**config.mk**
```make
export PLATFORM = sky130hd
export DESIGN_NAME = rx_ctrl
export DESIGN_NICKNAME = d
export VERILOG_FILES = /design/src/rtl/rx_ctrl.sv
export SDC_FILE = /design/constraint.sdc
export NUM_CORES = 1
export LEC_CHECK = 0
export ABC_AREA = 0
export CORE_MARGIN = 2
export CORE_UTILIZATION = 30
export CTS_BUF_LIST = sky130_fd_sc_hd__clkbuf_4
export DETAILED_ROUTE_END_ITERATION = 8
export DONT_BUFFER_PORTS = 1
export PLACE_DENSITY = 0.56
export SYNTH_ARGS = -nofsm -noshare
export SYNTH_HDL_FRONTEND = slang
export SYNTH_SLANG_ARGS = --single-unit
```
**constraint.sdc**
```tcl
create_clock -name CLK -period 3.1 [get_ports CLK]
set_clock_uncertainty 0.1 [all_clocks]
set_input_delay 0.155 -clock CLK [delete_from_list [all_inputs] [get_ports CLK]]
set_output_delay 0.155 -clock CLK [all_outputs]
set_load 0.05 [all_outputs]
```
**src/rtl/rx_ctrl.sv**
```systemverilog
// Receiver handshake controller: captures completed frames into a small byte FIFO,
// counts framing errors and flags overflow. Capture-to-output latency is two edges.
module rx_ctrl #(
  parameter int DEPTH = 4
) (
  input  logic                     CLK,
  input  logic                     RST,
  input  logic                     EN,
  input  logic [7:0]               RX_DATA,
  input  logic                     RX_READY,
  input  logic                     RX_ERROR,
  input  logic                     RX_BUSY,
  output logic                     DATA_ACK,
  output logic [7:0]               OUT_DATA,
  output logic                     OUT_VALID,
  input  logic                     OUT_READ,
  output logic [$clog2(DEPTH):0]   LEVEL,
  output logic [7:0]               ERR_CNT,
  output logic                     OVERFLOW,
  input  logic                     CLR_STAT
);

  localparam int AW = $clog2(DEPTH);
  localparam int LW = AW + 1;
  localparam logic [LW-1:0] DEPTH_L = LW'(DEPTH);

  typedef enum logic [1:0] {
    IDLE    = 2'd0,
    CAPTURE = 2'd1,
    ACK     = 2'd2
  } state_e;

  state_e          state_q, state_d;
  logic            ack_q, ack_d;
  logic [AW-1:0]   wr_ptr_q, wr_ptr_d;
  logic [AW-1:0]   rd_ptr_q, rd_ptr_d;
  logic [LW-1:0]   level_q, level_d;
  logic [7:0]      err_cnt_q, err_cnt_d;
  logic            ovf_q, ovf_d;
  logic [7:0]      mem_q [DEPTH];
  logic [7:0]      mem_d [DEPTH];

  logic capture, push, pop;
  logic unused_busy;

  assign unused_busy = RX_BUSY;

  assign capture = (state_q == CAPTURE);
  assign pop     = OUT_READ && (level_q != '0);
  // A full FIFO still takes the byte when a pop frees a slot on the same edge.
  assign push    = capture && !RX_ERROR && ((level_q != DEPTH_L) || pop);

  always_comb begin
    state_d = state_q;
    case (state_q)
      IDLE:    if (EN && RX_READY) state_d = CAPTURE;
      CAPTURE: state_d = ACK;
      ACK:     if (!RX_READY) state_d = IDLE;
      default: state_d = IDLE;
    endcase
    ack_d = (state_d == ACK);
  end

  always_comb begin
    wr_ptr_d = wr_ptr_q;
    rd_ptr_d = rd_ptr_q;
    level_d  = level_q;
    mem_d    = mem_q;
    if (push) begin
      mem_d[wr_ptr_q] = RX_DATA;
      wr_ptr_d        = wr_ptr_q + AW'(1);
    end
    if (pop) rd_ptr_d = rd_ptr_q + AW'(1);
    case ({push, pop})
      2'b10:   level_d = level_q + LW'(1);
      2'b01:   level_d = level_q - LW'(1);
      default: level_d = level_q;
    endcase
  end

  // Clearing status takes priority over any event landing on the same edge.
  always_comb begin
    err_cnt_d = err_cnt_q;
    ovf_d     = ovf_q;
    if (CLR_STAT) begin
      err_cnt_d = 8'd0;
      ovf_d     = 1'b0;
    end else begin
      if (capture && RX_ERROR && (err_cnt_q != 8'hFF)) err_cnt_d = err_cnt_q + 8'd1;
      if (capture && !RX_ERROR && !push) ovf_d = 1'b1;
    end
  end

  always_ff @(posedge CLK) begin
    if (RST) begin
      state_q   <= IDLE;
      ack_q     <= 1'b0;
      wr_ptr_q  <= '0;
      rd_ptr_q  <= '0;
      level_q   <= '0;
      err_cnt_q <= 8'd0;
      ovf_q     <= 1'b0;
    end else begin
      state_q   <= state_d;
      ack_q     <= ack_d;
      wr_ptr_q  <= wr_ptr_d;
      rd_ptr_q  <= rd_ptr_d;
      level_q   <= level_d;
      err_cnt_q <= err_cnt_d;
      ovf_q     <= ovf_d;
    end
  end

  always_ff @(posedge CLK) begin
    mem_q <= mem_d;
  end

  assign DATA_ACK  = ack_q;
  assign OUT_DATA  = mem_q[rd_ptr_q];
  assign OUT_VALID = (level_q != '0);
  assign LEVEL     = level_q;
  assign ERR_CNT   = err_cnt_q;
  assign OVERFLOW  = ovf_q;

endmodule

```
==> run_results.csv <==
group,metric,value,unit
route,avgViaCountPerCell,4.685,
global_routing,grt_max_degree,16,
layout,final_layout_size_suffix_gt1_frac,0.1404,
outcome,status,"completed",
route,avgRoutedWirePerCell,14.40,um
synth,yosys.area.top_type,"edfxtp_1",
route,drt_iter0_markers,51,
clock_tree,post_cts_buffers,0,
run,cap_violations,0,
power_and_ir_drop,net-switching-power,326.0,uW
clock_tree,clk_path_buf_depth,2,
route,wirelength,3844,um
layout,fin_area,2431,sq um
power_and_ir_drop,p_leak,0.0007766,uW
global_routing,antenna_found_initial,0,
synth,synth_async_sr_flop_share,0,
timing,rsz0062_at_grt,"no",
min_path,hold_class,"in -> reg",
critical_path,crit_fanout,7,
layout,syn_to_final_growth,15.59,%
power_and_ir_drop,power.share.clock,0.234,
clock_tree,clkLatencyLatePin,0.35,ns
global_routing,grt_use_total,0.1043,
layout,nNetsFinal,194,
power_and_ir_drop,p_int,872.7,uW
timing,setup_viol_count_final,0,
global_routing,grt_pass1_vias,1299,
synth,ys_ff_latch,51,
global_routing,grt_first_pass_wirelength,6120,um
synth,yosys_most_used_dff,"edfxtp_1",
synth,synth-edff-count,32,
floorplan,die_y,87.73,um
route,m1WireLength,1642,um
critical_path,worstPathArrival,2.72,ns
critical_path,r2r_start,"LEVEL[0]",
clock_tree,cts_tree,"done",
clock_tree,cts_max_level,2,
timing,finalCriticalPeriod,2.537,ns
power_and_ir_drop,peakVddDrop,0.2660,mV
power_and_ir_drop,powerDensity,493.1,nW/um^2
timing,timing.final.hold_violations,0,
critical_path,r2r_cells,9,
global_routing,grt_overflow,0,
timing,whs,0.04665,ns
clock_tree,cts-root-buf,"clkbuf_4",
power_and_ir_drop,p_seq_frac,0.625,
critical_path,r2r_slack,0.56,ns
timing,fmax,0.3942,GHz
power_and_ir_drop,sw_frac_of_total,0.2720,
synth,synthesis.area,2103,sq um
synth,syn_nets,173,
synth,yosysSeqAreaShare,0.6377,
route,num_vias,1251,
route,drt-pass1-iter-count,4,
synth,synthCells,150,
route,route.met3.wl,237,um
clock_tree,clock_sinks,51,
place,finalWeightedCongestion,0.7680,
power_and_ir_drop,p_comb_frac,0.141,
layout,diodes,0,
timing,worst_slew_pin_slew,0.6491,ns
synth,yosys_warnings,0,
layout,fill_cells,657,
synth,postSynthAreaPerCell,14.02,sq um
route,final_antenna_net_count,0,
place,hpwl,2747,um
critical_path,end_kind,"register",
critical_path,worstSetupStartpoint,"LEVEL[0]",
route,wl_met2,1932,um
timing,finalSetupTns,0,ns
synth,yosysTopAreaCellShare,0.4569,
clock_tree,clkSlewWorstSetupHoldPaths,0.13,ns
timing,slew_violations,0,
floorplan,rows,30,
critical_path,critPathKind,"reg -> reg",
timing,fin_crit_sh,0.8184,
synth,synth.area.top_cells,"edfxtp_1 46%, dfxtp_1 18%, mux4_2 8.6%",
route,maxUsedRoutingLayer,"met4",
floorplan,die-area,7697,sq um
floorplan,die_x,87.73,um
place,portBuffers,0,
critical_path,cp-start-kind,"register",
floorplan,io_pins,38,
place,place_area,2230,sq um
synth,yosysUniqueCellTypes,36,
floorplan,core,6794,sq um
timing,relSlewSlack,0.5667,
critical_path,cp_data_required_time,3.28,ns
critical_path,endpoint,"LEVEL[2]",
critical_path,timing.rr.end,"LEVEL[2]",
clock_tree,numCtsBuffers,5,
route,drc,0,
floorplan,start_util,0.3096,
==> synthesized netlist by cell type (3+ instances only) <==
cell and n:
or3_1 3, mux4_2 8, xor2_1 5, nor2_1 16, and3_1 3, dfxtp_1 19
ha_1 6, edfxtp_1 32, nand2_1 6, and2_1 5, a21oi_1 9, inv_1 7
o21ai_0 4
==> flip-flops by register name (all words and copies together), names as in the netlist <==
register,count
mem_q,32
ERR_CNT,8
LEVEL,3
rd_ptr_q,2
state_q,2
wr_ptr_q,2
DATA_ACK,1
OVERFLOW,1
==> worst min-delay path by stage <==
stage / from / endpoint / slack, ns / cells past startpoint
4_1_cts: OUT_READ / rd_ptr_q[0] / 0.02 / 3
6_report: OUT_READ / rd_ptr_q[0] / 0.05 / 3
3_3_place_gp: RST / state_q[1] / 0.13 / 1
5_1_grt: OUT_READ / rd_ptr_q[0] / 0.03 / 3
3_5_place_dp: RST / state_q[1] / 0.13 / 1
2_1_floorplan: RX_DATA[0] / mem_q[0] / 0.15 / 0
==> power by group through the flow <==
stage               sequential (uW)  combinational (uW)  clock, uW
finish                          749                 168        281
global route                    753                 179        330
detailed placement              766                 147          0
CTS                             750                 170        294
floorplan                       769                 123          0
global placement                764                 143          0
==> logic make-up (layout without fill, tap and decap cells) <==
kind of cell / count (synthesis) / count (layout) / share of synthesized area
DFF: 51 / 51 / 0.6377
and+or+nand+nor: 45 / 45 / 0.1196
AOI/OAI and AO/OA: 20 / 20 / 0.05771
buffers and inverters: 11 / 32 / 0.02023
muxes: 9 / 9 / 0.09042
adders and majority gates: 7 / 7 / 0.04521
xor gates and xnor gates: 7 / 7 / 0.02915
==> per-stage QoR <==
step	total power, uW	instances	setup slack, ns	util
3_3_place_gp	906.8	245	0.6996	0.3282
3_5_place_dp	912.8	245	0.5791	0.3282
6_report	1199	267	0.5630	0.3578
2_1_floorplan	892.1	150	0.4956	-
5_1_grt	1261	267	0.4343	0.3578
4_1_cts	1214	267	0.5511	0.3578
==> area by class of cell <==
class | count | area, sq um | share of cell area
well taps | 96 | 120.1 | 0.04941
clock buffers | 5 | 37.54 | 0.01544
clock inverters | 2 | 13.76 | 0.005661
multi-input cells | 88 | 719.4 | 0.2959
inverters | 7 | 26.28 | 0.01081
flip-flops and latches | 51 | 1341 | 0.5517
repair buffers | 18 | 172.7 | 0.07102
==> layer usage <==
metal | GRT usage | vias to the layer above
li1 | - | 599
met1 | 0.1198 | 613
met2 | 0.1825 | 35
met3 | 0.03864 | 4
met4 | 0.02937 | 0
met5 | 0 | -
==> critical path, cell delays in order, from the launching register on <==
cell	delay [ns]
dfxtp_1	0.35
nor4b_1	0.51
nor3_2	0.18
inv_1	0.09
ha_1	0.19
inv_1	0.06
fa_1	0.37
xor2_1	0.16
or3_1	0.32
a21oi_1	0.14
==> placed cells by master, fill, tap and decap left out, types with 2 or more instances in the layout <==
master / n
nand2_1: 6
a211oi_1: 2
nand3_1: 2
inv_1: 7
edfxtp_1: 32
and3_1: 3
a21oi_1: 9
dfxtp_1: 19
xnor2_1: 2
ha_1: 6
o21ai_0: 4
clkbuf_4: 5
nor2_1: 16
and2_1: 5
buf_4: 3
xor2_1: 5
mux4_2: 8
or3_1: 3
dlygate4sd3_1: 15
==> what timing repair did <==
| item | CTS | global route |
|---|---|---|
| hold endpoints to repair | 50 | 0 |
| resized for setup | 0 | 0 |
| hold buffers | 15 | 0 |
Note: power is estimated with default switching activity, not from simulation.
